[src/rtl/mem_bist_ctrl_if.sv]
// ---------------------------------------------------------------------------
// mem_bist_ctrl_if
//   Valid/ready request bus between the BIST controller and a single-port
//   memory. One transfer happens on every posedge where valid & ready.
//   Read data is returned in the cycle after the read transfer edge.
//
//   Parameters
//     WIDTH  memory data width
//     ADDR   memory address width
//
//   Signals
//     mem_valid_o  request valid             (controller -> memory)
//     mem_wr_rd_o  1 = write, 0 = read       (controller -> memory)
//     mem_addr_o   request address           (controller -> memory)
//     mem_wdata_o  write data                (controller -> memory)
//     mem_ready_i  memory ready              (memory -> controller)
//     mem_rdata_i  read data, one cycle late (memory -> controller)
//
//   Modports
//     master  controller side
//     slave   memory side
// ---------------------------------------------------------------------------
interface mem_bist_ctrl_if #(
    parameter int WIDTH = 12,
    parameter int ADDR  = 5
);
    logic             mem_valid_o;
    logic             mem_wr_rd_o;
    logic [ADDR-1:0]  mem_addr_o;
    logic [WIDTH-1:0] mem_wdata_o;
    logic             mem_ready_i;
    logic [WIDTH-1:0] mem_rdata_i;

    modport master (
        output mem_valid_o,
        output mem_wr_rd_o,
        output mem_addr_o,
        output mem_wdata_o,
        input  mem_ready_i,
        input  mem_rdata_i
    );

    modport slave (
        input  mem_valid_o,
        input  mem_wr_rd_o,
        input  mem_addr_o,
        input  mem_wdata_o,
        output mem_ready_i,
        output mem_rdata_i
    );
endinterface

[src/rtl/mem_bist_ctrl.sv]
// ---------------------------------------------------------------------------
// mem_bist_ctrl
//   Built-in self-test controller for a single-port memory. On start it
//   writes a pattern to every address 0..DEPTH-1, then reads every address
//   back and compares each returned word with the regenerated pattern.
//
//   Parameters
//     WIDTH  memory data width
//     DEPTH  memory depth in words (ADDR = $clog2(DEPTH))
//     ERRW   error counter width, saturating at 2**ERRW-1
//
//   Ports
//     clk_i        clock, all logic on posedge
//     rst_i        synchronous active-high reset
//     start_i      start pulse, only honoured in IDLE
//     mode_i       pattern select, captured at start
//                    0 walking ones, 1 walking zeros,
//                    2 address-in-data, 3 checkerboard
//     busy_o       high in WRITE / READ / FLUSH
//     done_o       one-cycle pulse at end of run
//     pass_o       last run had no mismatches (held until next start)
//     err_cnt_o    mismatch count of last run (saturating)
//     fail_addr_o  address of first mismatch, 0 if none
//     mem          memory request bus (master side of mem_bist_ctrl_if)
//
//   Build option
//     BIST_STOP_ON_FAIL_EN  when defined, the run stops at the first
//                           mismatch and goes straight to DONE; otherwise
//                           the full sweep always completes.
// ---------------------------------------------------------------------------
module mem_bist_ctrl #(
    parameter  int WIDTH = 12,
    parameter  int DEPTH = 32,
    parameter  int ERRW  = 8,
    localparam int ADDR  = $clog2(DEPTH)
) (
    input  logic            clk_i,
    input  logic            rst_i,
    input  logic            start_i,
    input  logic [1:0]      mode_i,
    output logic            busy_o,
    output logic            done_o,
    output logic            pass_o,
    output logic [ERRW-1:0] err_cnt_o,
    output logic [ADDR-1:0] fail_addr_o,
    mem_bist_ctrl_if.master mem
);

    localparam logic [2:0] S_IDLE  = 3'd0;
    localparam logic [2:0] S_WRITE = 3'd1;
    localparam logic [2:0] S_READ  = 3'd2;
    localparam logic [2:0] S_FLUSH = 3'd3;
    localparam logic [2:0] S_DONE  = 3'd4;

    localparam logic [ADDR-1:0] LAST_ADDR = ADDR'(DEPTH - 1);
    localparam logic [ERRW-1:0] ERR_MAX   = '1;

    // Checkerboard base word: every odd-numbered bit set (0xAAA for 12 bits).
    localparam int                           CHK_PAIRS = (WIDTH + 1) / 2;
    localparam logic [2*CHK_PAIRS-1:0]       CHK_REP   = {CHK_PAIRS{2'b10}};
    localparam logic [WIDTH-1:0]             CHK_WORD  = CHK_REP[WIDTH-1:0];
    localparam logic [WIDTH-1:0]             ONE_WORD  = {{(WIDTH-1){1'b0}}, 1'b1};

    logic [2:0]       state_q;
    logic [1:0]       mode_q;
    logic [ADDR-1:0]  addr_q;
    logic             cmp_pend_q;
    logic [ADDR-1:0]  cmp_addr_q;
    logic [WIDTH-1:0] cmp_exp_q;
    logic [ERRW-1:0]  err_q;
    logic [ADDR-1:0]  fail_q;
    logic             pass_q;

    logic             accept;
    logic             last_addr;
    logic             mismatch;

    function automatic logic [WIDTH-1:0] pattern(input logic [1:0]      mode,
                                                 input logic [ADDR-1:0] a);
        logic [WIDTH-1:0]      one_hot;
        logic [WIDTH+ADDR-1:0] ext;
        logic [WIDTH-1:0]      p;
        one_hot = ONE_WORD << (int'(a) % WIDTH);
        ext     = {{WIDTH{1'b0}}, a};
        case (mode)
            2'd0:    p = one_hot;
            2'd1:    p = ~one_hot;
            2'd2:    p = ext[WIDTH-1:0];
            default: p = a[0] ? ~CHK_WORD : CHK_WORD;
        endcase
        return p;
    endfunction

    always_comb begin
        accept    = mem.mem_valid_o & mem.mem_ready_i;
        last_addr = (addr_q == LAST_ADDR);
        // Read data for the read accepted last edge is on the bus now.
        mismatch  = cmp_pend_q && (mem.mem_rdata_i != cmp_exp_q);
    end

    always_ff @(posedge clk_i) begin
        if (rst_i) begin
            state_q    <= S_IDLE;
            mode_q     <= '0;
            addr_q     <= '0;
            cmp_pend_q <= 1'b0;
            cmp_addr_q <= '0;
            cmp_exp_q  <= '0;
            err_q      <= '0;
            fail_q     <= '0;
            pass_q     <= 1'b0;
        end else begin
            // Compare stage: one compare per accepted read, one cycle later.
            if (mismatch) begin
                if (err_q != ERR_MAX) begin
                    err_q <= err_q + 1'b1;
                end
                // err_q saturates and never returns to zero within a run,
                // so zero here means this is the first mismatch.
                if (err_q == '0) begin
                    fail_q <= cmp_addr_q;
                end
            end
            cmp_pend_q <= 1'b0;

            case (state_q)
                S_IDLE: begin
                    if (start_i) begin
                        state_q <= S_WRITE;
                        mode_q  <= mode_i;
                        addr_q  <= '0;
                        err_q   <= '0;
                        fail_q  <= '0;
                        pass_q  <= 1'b0;
                    end
                end
                S_WRITE: begin
                    if (accept) begin
                        if (last_addr) begin
                            addr_q  <= '0;
                            state_q <= S_READ;
                        end else begin
                            addr_q <= addr_q + 1'b1;
                        end
                    end
                end
                S_READ: begin
                    if (accept) begin
                        cmp_pend_q <= 1'b1;
                        cmp_addr_q <= addr_q;
                        cmp_exp_q  <= pattern(mode_q, addr_q);
                        if (last_addr) begin
                            state_q <= S_FLUSH;
                        end else begin
                            addr_q <= addr_q + 1'b1;
                        end
                    end
                end
                S_FLUSH: begin
                    // Final read is compared this edge, so fold it in here.
                    pass_q  <= (err_q == '0) && !mismatch;
                    state_q <= S_DONE;
                end
                S_DONE: begin
                    state_q <= S_IDLE;
                end
                default: begin
                    state_q <= S_IDLE;
                end
            endcase

`ifdef BIST_STOP_ON_FAIL_EN
            // Overrides the FSM step above: abandon the sweep and drop any
            // read accepted on this same edge without comparing it.
            if (mismatch) begin
                state_q    <= S_DONE;
                cmp_pend_q <= 1'b0;
            end
`else
`endif
        end
    end

    assign busy_o      = (state_q == S_WRITE) || (state_q == S_READ) || (state_q == S_FLUSH);
    assign done_o      = (state_q == S_DONE);
    assign pass_o      = pass_q;
    assign err_cnt_o   = err_q;
    assign fail_addr_o = fail_q;

    // Address and data are forced to zero while no request is outstanding.
    assign mem.mem_valid_o = (state_q == S_WRITE) || (state_q == S_READ);
    assign mem.mem_wr_rd_o = (state_q == S_WRITE);
    assign mem.mem_addr_o  = mem.mem_valid_o ? addr_q : '0;
    assign mem.mem_wdata_o = (state_q == S_WRITE) ? pattern(mode_q, addr_q) : '0;

endmodule

[src/flat_wrapper.sv]
// flat-port wrapper written by rule: the top's interface ports become plain ports
module mem_bist_ctrl_flat 
#(
    parameter  int WIDTH = 12,
    parameter  int DEPTH = 32,
    parameter  int ERRW  = 8,
    localparam int ADDR  = $clog2(DEPTH)
)
  (clk_i, rst_i, start_i, mode_i, busy_o, done_o, pass_o, err_cnt_o, fail_addr_o, mem_mem_valid_o, mem_mem_wr_rd_o, mem_mem_addr_o, mem_mem_wdata_o, mem_mem_ready_i, mem_mem_rdata_i);
  mem_bist_ctrl_if #(.WIDTH(WIDTH), .ADDR((5))) mem_i ();
  input  logic clk_i;
  input  logic rst_i;
  input  logic start_i;
  input  logic [1:0] mode_i;
  output logic busy_o;
  output logic done_o;
  output logic pass_o;
  output logic [ERRW-1:0] err_cnt_o;
  output logic [ADDR-1:0] fail_addr_o;
  output wire logic [$bits(mem_i.mem_valid_o)-1:0] mem_mem_valid_o;
  output wire logic [$bits(mem_i.mem_wr_rd_o)-1:0] mem_mem_wr_rd_o;
  output wire logic [$bits(mem_i.mem_addr_o)-1:0] mem_mem_addr_o;
  output wire logic [$bits(mem_i.mem_wdata_o)-1:0] mem_mem_wdata_o;
  input wire logic [$bits(mem_i.mem_ready_i)-1:0] mem_mem_ready_i;
  input wire logic [$bits(mem_i.mem_rdata_i)-1:0] mem_mem_rdata_i;
  assign mem_mem_valid_o = mem_i.mem_valid_o;
  assign mem_mem_wr_rd_o = mem_i.mem_wr_rd_o;
  assign mem_mem_addr_o = mem_i.mem_addr_o;
  assign mem_mem_wdata_o = mem_i.mem_wdata_o;
  assign mem_i.mem_ready_i = mem_mem_ready_i;
  assign mem_i.mem_rdata_i = mem_mem_rdata_i;
  mem_bist_ctrl #(.WIDTH(WIDTH), .DEPTH(DEPTH), .ERRW(ERRW)) u_core (.clk_i(clk_i), .rst_i(rst_i), .start_i(start_i), .mode_i(mode_i), .busy_o(busy_o), .done_o(done_o), .pass_o(pass_o), .err_cnt_o(err_cnt_o), .fail_addr_o(fail_addr_o), .mem(mem_i));
endmodule
[config.mk]
export PLATFORM = sky130hd
export DESIGN_NAME = mem_bist_ctrl_flat
export DESIGN_NICKNAME = d
export VERILOG_FILES = /design/src/rtl/mem_bist_ctrl_if.sv /design/src/rtl/mem_bist_ctrl.sv /design/src/flat_wrapper.sv
export SDC_FILE = /design/constraint.sdc
export NUM_CORES = 1
export LEC_CHECK = 0
export CAP_MARGIN = 20
export CORE_MARGIN = 2
export CORE_UTILIZATION = 32
export DETAILED_ROUTE_END_ITERATION = 16
export DONT_BUFFER_PORTS = 1
export GPL_TIMING_DRIVEN = 0
export REMOVE_ABC_BUFFERS = 1
export SLEW_MARGIN = 20
export SYNTH_ARGS = -nofsm -noshare
export SYNTH_HDL_FRONTEND = slang
export SYNTH_SLANG_ARGS = --single-unit
[constraint.sdc]
create_clock -name clk_i -period 5.5 [get_ports clk_i]
set_input_delay 0.55 -clock clk_i [delete_from_list [all_inputs] [get_ports clk_i]]
set_output_delay 0.55 -clock clk_i [all_outputs]
set_load 0.01 [all_outputs]
==> results of run 1 <==
-- worst max-delay path: stages (launching register included) --
cell and delay (ns):
dfxtp_1 0.67, nor2b_1 0.33, and2_1 0.18, ha_1 0.26
or4_4 0.54, a221oi_4 0.34, nor2_1 0.07, a211oi_1 0.41
nor2_1 0.15
-- layout make-up --
type,count,area [um2]
sequential,42,841
clock buffer,7,86.3
tap,102,128
inverter,8,30.0
clock inverter,1,5.00
multi-input combinational,244,1580
fill,827,5020
-- per-layer routing --
| layer | GRT usage [%] | share of wire (%) |
|---|---|---|
| met1 | 19.2 | 46 |
| met2 | 23.6 | 45 |
| met3 | 5.21 | 7.1 |
| met4 | 5.27 | 1.8 |
| met5 | 0 | 0 |
-- sequential cells by signal (all words and copies together) (netlist names) --
name	cells
u_core.cmp_pend_q	1
u_core.addr_q	5
u_core.cmp_addr_q	5
u_core.cmp_exp_q	12
u_core.state_q	3
u_core.pass_o	1
u_core.fail_addr_o	5
u_core.err_cnt_o	8
u_core.mode_q	2
-- where the power goes --
part / total (uW) / switching (uW) / internal [uW] / leakage [uW]
Clock: 213 / 112 / 102 / 0.0000482
Sequential: 311 / 4.91 / 306 / 0.000339
Combinational: 50.7 / 32.8 / 17.9 / 0.000510
Total: 575 / 149 / 425 / 0.000897
-- layout by cell type (no fill, tap or decap), types with 2 or more instances in the layout --
| cell | instances |
|---|---|
| clkbuf_8 | 6 |
| a32oi_1 | 2 |
| and3_1 | 5 |
| nor3_1 | 13 |
| xnor2_1 | 12 |
| a21boi_0 | 2 |
| o31ai_1 | 3 |
| or3_1 | 4 |
| and2_1 | 7 |
| dfxtp_1 | 42 |
| and4b_1 | 2 |
| nand4_1 | 9 |
| ha_1 | 7 |
| a31oi_1 | 7 |
| nor2_2 | 2 |
| nor4_1 | 3 |
| nand2b_1 | 8 |
| inv_1 | 6 |
| clkinv_1 | 2 |
| a221oi_4 | 2 |
| nor2b_1 | 6 |
| nor3b_1 | 2 |
| mux2i_1 | 10 |
| o21ai_0 | 10 |
| a311oi_1 | 7 |
| o22ai_1 | 2 |
| nand2_1 | 24 |
| a21oi_1 | 27 |
| nand3_1 | 9 |
| or2_2 | 2 |
| a211oi_1 | 6 |
| nor2_1 | 34 |
| nand3b_1 | 4 |
-- stage by stage --
step	utilization (%)	worst slack (ns)	hold WS (ns)	power [uW]
finish	34.7	1.71	0.318	575
global route	34.7	1.61	0.291	598
CTS	34.7	1.73	0.303	579
detailed placement	33.5	2.07	0.450	368
global placement	33.5	2.17	0.440	367
floorplan	-	2.50	0.431	356
-- worst paths after layout --
| kind | start | endpoint |
|---|---|---|
| setup / recovery | u_core.addr_q[3] | mem_mem_wdata_o[4] |
| hold / removal | rst_i | u_core.cmp_exp_q[7] |
| setup reg to reg | u_core.addr_q[3] | u_core.cmp_exp_q[4] |
| hold reg to reg | u_core.cmp_addr_q[4] | u_core.cmp_addr_q[4] |
-- logic make-up after synthesis --
group / Yosys count / share of synthesized area, %
and+or+nand+nor: 137 / 28.6
muxes: 13 / 5.45
adders and majority gates: 7 / 3.47
buffers and inverters: 27 / 4.36
AOI/OAI and AO/OA: 75 / 20.7
xor gates and xnor gates: 12 / 4.16
DFF: 42 / 33.3
-- synth_stat cells, types with 2 or more instances --
| master | n |
|---|---|
| clkinv_1 | 2 |
| a211oi_1 | 6 |
| ha_1 | 7 |
| nand2b_1 | 8 |
| nand4_1 | 9 |
| a32oi_1 | 2 |
| o21ai_0 | 10 |
| a221oi_4 | 2 |
| and3_1 | 5 |
| clkbuf_1 | 12 |
| o22ai_1 | 2 |
| or3_1 | 4 |
| o31ai_1 | 3 |
| xnor2_1 | 12 |
| nor2_1 | 35 |
| mux2i_1 | 10 |
| inv_1 | 6 |
| nand3b_1 | 4 |
| nand2_1 | 24 |
| and2_1 | 7 |
| nor4_1 | 3 |
| a21boi_0 | 2 |
| and4b_1 | 2 |
| a21oi_1 | 27 |
| nor2b_1 | 6 |
| nor3_1 | 13 |
| nor3b_1 | 2 |
| a311oi_1 | 7 |
| dfxtp_1 | 42 |
| nand3_1 | 9 |
| or2_2 | 2 |
| buf_2 | 6 |
| a31oi_1 | 7 |
==> summary.txt, run 1 <==
Largest area contributor in the netlist: dfxtp_1
Seq/Total Area, Yosys: 33.3%
Post-synth ARST share: 0%
Warnings from Yosys: 0
Fin cells: 404
Post-synth EDFFs: 0
# diodes: 0
Detail Route Antenna Nets: 0
Mapped Cells: 313
Design area: 0.00267 mm2
Area contributors post-synth: dfxtp_1 (33%), a21oi_1 (5.3%), nor2_1 (5.2%)
# nets final: 326
Fraction of layout cells with a size suffix above 1: 6.29%
Hold Fails Final Rpt: 0
Global-route wire length before repair: 10,400 um
Area Growth Syn to Fin: 5.60%
Leak: 0.000897 uW
Post-synth top flop: dfxtp_1
# Post-CTS Setup Buffers: 0
Routed via count: 2,210
Area of the die: 0.00862 mm2
Power Density: 215 mW/mm2
Vias in the first global route: 2,062
Total CTS buffers: 5
1st-pass router iterations: 4
Largest net degree at the start of global routing: 35
R2R depth: 8
DR WL/cell: 16.0 um
Die X: 92.9 um
Worst setup path class: reg2out
GPL Wtd Cong: 0.860
Syn_area_per_cell: 8.07 um2
TritonCTS clock tree: done
Req. time, crit path: 4.95 ns
CTS clk-pin slew, worst paths: 0.09 ns
Run status: completed
Gr usage total: 15.0%
Setup Skew: 0.00643 ns
Mapped Area: 0.00253 mm2
CP endpoint kind: output pin
Crit path launch type: register
Post-Route WL: 6480 um
Via density: 5.47
VDD IR-drop max: 81.8 uV
Num Clock Sinks: 42
Initial antenna violation count: 0
Boundary Pins: 53
Worst-case clock buffer depth: 2
Core area: 0.00769 mm2
Worst reg2reg setup slack: 2.42 ns
Die Height: 92.9 um
Initial Util: 32.9%
Worst Path Arrival: 3.24 ns
Max-slew violation total from the final report: 0
CTS root buf: clkbuf_8
IO Port Bufs: 0
# rows: 32
Period utilization: 69.0%
Hold depth: 1
GR Overflow Total: 0
Max Clk Rate: 0.264 GHz
Worst-Skew Late Latency: 0.29 ns
CTS Hold Bufs: 0
Yosys cell types: 48
Final setup fails: 0
Slew @ Worst Pin: 0.895 ns
Htree depth: 2
Hold Path Class: in2reg
Detailed Route Iter0 Violations: 190
Synth top area share: 33.3%
Worst slew margin: 40.3%
Max Cap Viol: 0
DPL Wire Length: 4790 um
RSZ-0062 raised after global routing: false
Total Neg Setup Slack: 0 ns
Post-CTS Resized: 0
Fin crit period: 3.79 ns
Synth Register Bits: 42
Residual DRC: 0
Dpl cells: 396
Placed cell area: 0.00258 mm2
Crit-path max FO: 15
Note: power is estimated with default switching activity, not from simulation.
==> run 2: changes to the inputs <==
- clock period: 5.5 -> 3.1 ns (I/O delays scaled with it)
==> run 2 against run 1 <==
  * Worst hold slack lost 0.24 ns
  * Cell count up 0.74%
  * Wire length rose by 0.76%
==> summary.txt, run 2 (same netlist as run 1, synthesis figures left out) <==
Design area: 0.00272 mm2 (was 0.00267 mm2)
Leak: 0.000917 uW (was 0.000897 uW)
Max reg flops: 12 (unchanged)
Power Density: 376 mW/mm2 (was 215 mW/mm2)
# nets final: 329 (was 326)
Most frequent cells in the layout: dfxtp_1 (39), nor2_1 (34), a21oi_1 (27) (was dfxtp_1 (42), nor2_1 (34), a21oi_1 (27))
Die X: 92.9 um (unchanged)
Residual DRC: 0 (unchanged)
Area of the die: 0.00862 mm2 (unchanged)
Slew @ Worst Pin: 0.893 ns (was 0.895 ns)
Crit path launch type: register (unchanged)
Max-slew violation total from the final report: 0 (unchanged)
Worst-case clock buffer depth: 2 (unchanged)
Hold Path Class: in2reg (unchanged)
Total Neg Setup Slack: 0 ns (unchanged)
Fraction of layout cells with a size suffix above 1: 9.18% (was 6.29%)
Req. time, crit path: 2.79 ns (was 4.95 ns)
Gr usage total: 15.2% (was 15.0%)
Most used cell, CP: nor2_1 (unchanged)
Initial antenna violation count: 0 (unchanged)
Routed via count: 2,239 (was 2,210)
IO Port Bufs: 0 (unchanged)
Core area: 0.00769 mm2 (unchanged)
Num Clock Sinks: 42 (unchanged)
CP endpoint kind: output pin (unchanged)
Fin cells: 407 (was 404)
Initial Util: 32.9% (unchanged)
Die Height: 92.9 um (unchanged)
# diodes: 0 (unchanged)
Fin crit period: 3.01 ns
Detailed Route Iter0 Violations: 210 (was 190)
# rows: 32 (unchanged)
DPL Wire Length: 4790 um (unchanged)
Global-route wire length before repair: 10,500 um (was 10,400 um)
CTS root buf: clkbuf_8 (unchanged)
Post-Route WL: 6530 um (was 6480 um)
DR WL/cell: 16.0 um (about the same)
Boundary Pins: 53 (unchanged)
Placed cell area: 0.00258 mm2 (unchanged)
Total CTS buffers: 5 (unchanged)
RSZ-0062 raised after global routing: false (unchanged)
WP buf/inv: 0 (unchanged)
Max Clk Rate: 0.332 GHz
GR Overflow Total: 0 (unchanged)
Htree depth: 2 (unchanged)
CTS clk-pin slew, worst paths: 0.09 ns (about the same)
Fillers: 823 (was 827)
TritonCTS clock tree: done (unchanged)
Run status: completed (unchanged)
GPL Wtd Cong: 0.860 (unchanged)
Crit-path max FO: 8 (was 15)
Area Growth Syn to Fin: 7.48% (was 5.60%)
Hold_ws: 0.0755 ns (was 0.318 ns)
Setup Skew: 0.00808 ns (was 0.00643 ns)
VDD IR-drop max: 136 uV (was 81.8 uV)
Slowest stage delay, CP: 0.54 ns (was 0.67 ns)
Via density: 5.50 (was 5.47)
Worst-Skew Late Latency: 0.30 ns (was 0.29 ns)
Final setup fails: 0 (unchanged)
CP top delay family: simple AND/OR/NAND/NOR gates (unchanged)
Commonest non-fill, non-tap cell in the layout: dfxtp_1 (unchanged)
Vias in the first global route: 2,081 (was 2,062)
Worst setup path class: reg2out (unchanged)
Worst slew margin: 40.4% (was 40.3%)
Hold Fails Final Rpt: 0 (unchanged)
Max stage delay cell, worst path: or4_4 (was dfxtp_1)
CP cell instances: nor2b_4 > and2_1 > ha_1 > or4_4 > a221oi_4 > mux2_4 > nor2_1 > nor2_1 (was nor2b_1 > and2_1 > ha_1 > or4_4 > a221oi_4 > nor2_1 > a211oi_1 > nor2_1)
Max Cap Viol: 0 (unchanged)
Dpl cells: 396 (unchanged)
Detail Route Antenna Nets: 0 (unchanged)
Register Area: 850 um2 (was 841 um2)
Multi-input logic area: 0.00159 mm2 (was 0.00158 mm2)
Largest net degree at the start of global routing: 35 (unchanged)
Period utilization: 97.1%
Worst Path Arrival: 2.70 ns (was 3.24 ns)
1st-pass router iterations: 4 (unchanged)
Register name with the most flops: u_core.cmp_exp_q (unchanged)
[run 2: cell count changes in the layout (fill, tap and decap cells not counted)]
cell	previous run	this run
a211oi_1	6	5
a211oi_2	0	1
buf_4	0	3
dfxtp_1	42	39
dfxtp_2	0	1
dfxtp_4	0	2
mux2_1	1	0
mux2_4	1	2
nor2b_1	6	5
nor2b_4	0	1
[run 2: metrics by stage]
step / worst slack [ns] / util, % / power, uW
6_report: 0.0888 / 35.3 / 1020
5_1_grt: 0.00647 / 35.3 / 1060
4_1_cts: 0.0206 / 34.9 / 1030
3_5_place_dp: -0.0854 / 33.5 / 653
3_3_place_gp: 0.00731 / 33.5 / 651
2_1_floorplan: 0.337 / - / 632
[run 2: metal layers]
layer | GRT usage (%) | share of wire [%]
met5 | 0 | 0
met4 | 5.51 | 2.0
met3 | 5.37 | 7.2
met2 | 23.6 | 45
met1 | 19.4 | 45
[run 2: area by class of cell]
cell class / count / share of cell area, %
repair buffers: 3 / 0.829
multi-input cells: 244 / 58.7
clock buffers: 7 / 3.18
flip-flops and latches: 42 / 31.3
clock inverters: 1 / 0.184
well taps: 102 / 4.70
inverters: 8 / 1.11
[run 2: final timing paths]
path                                            from              endpoint  slack, ns  depth (start not counted)
worst max-delay path                u_core.addr_q[3]    mem_mem_wdata_o[7]       0.09                          8
worst min-delay path                           rst_i   u_core.cmp_exp_q[7]       0.08                          1
worst max register to register      u_core.addr_q[3]   u_core.cmp_exp_q[6]       0.57                          8
worst min register to register  u_core.cmp_addr_q[4]  u_core.cmp_addr_q[4]       0.46                          2
[run 2: where the power goes]
| group | total [uW] | switching (uW) | leakage, uW | internal (uW) |
|---|---|---|---|---|
| clock network | 380 | 200 | 0.0000482 | 180 |
| registers | 549 | 8.86 | 0.000341 | 541 |
| logic | 91.3 | 58.8 | 0.000528 | 32.5 |
| total | 1020 | 268 | 0.000917 | 753 |
[run 2: timing repair]
action | 4_1_cts | 5_1_grt
hold endpoints to repair | 0 | 0
hold buffers | 0 | 0
setup endpoints to repair | 12 | 7
gates resized for setup | 7 | 3
pin swaps | 1 | 2
buffers inserted | 0 | 3
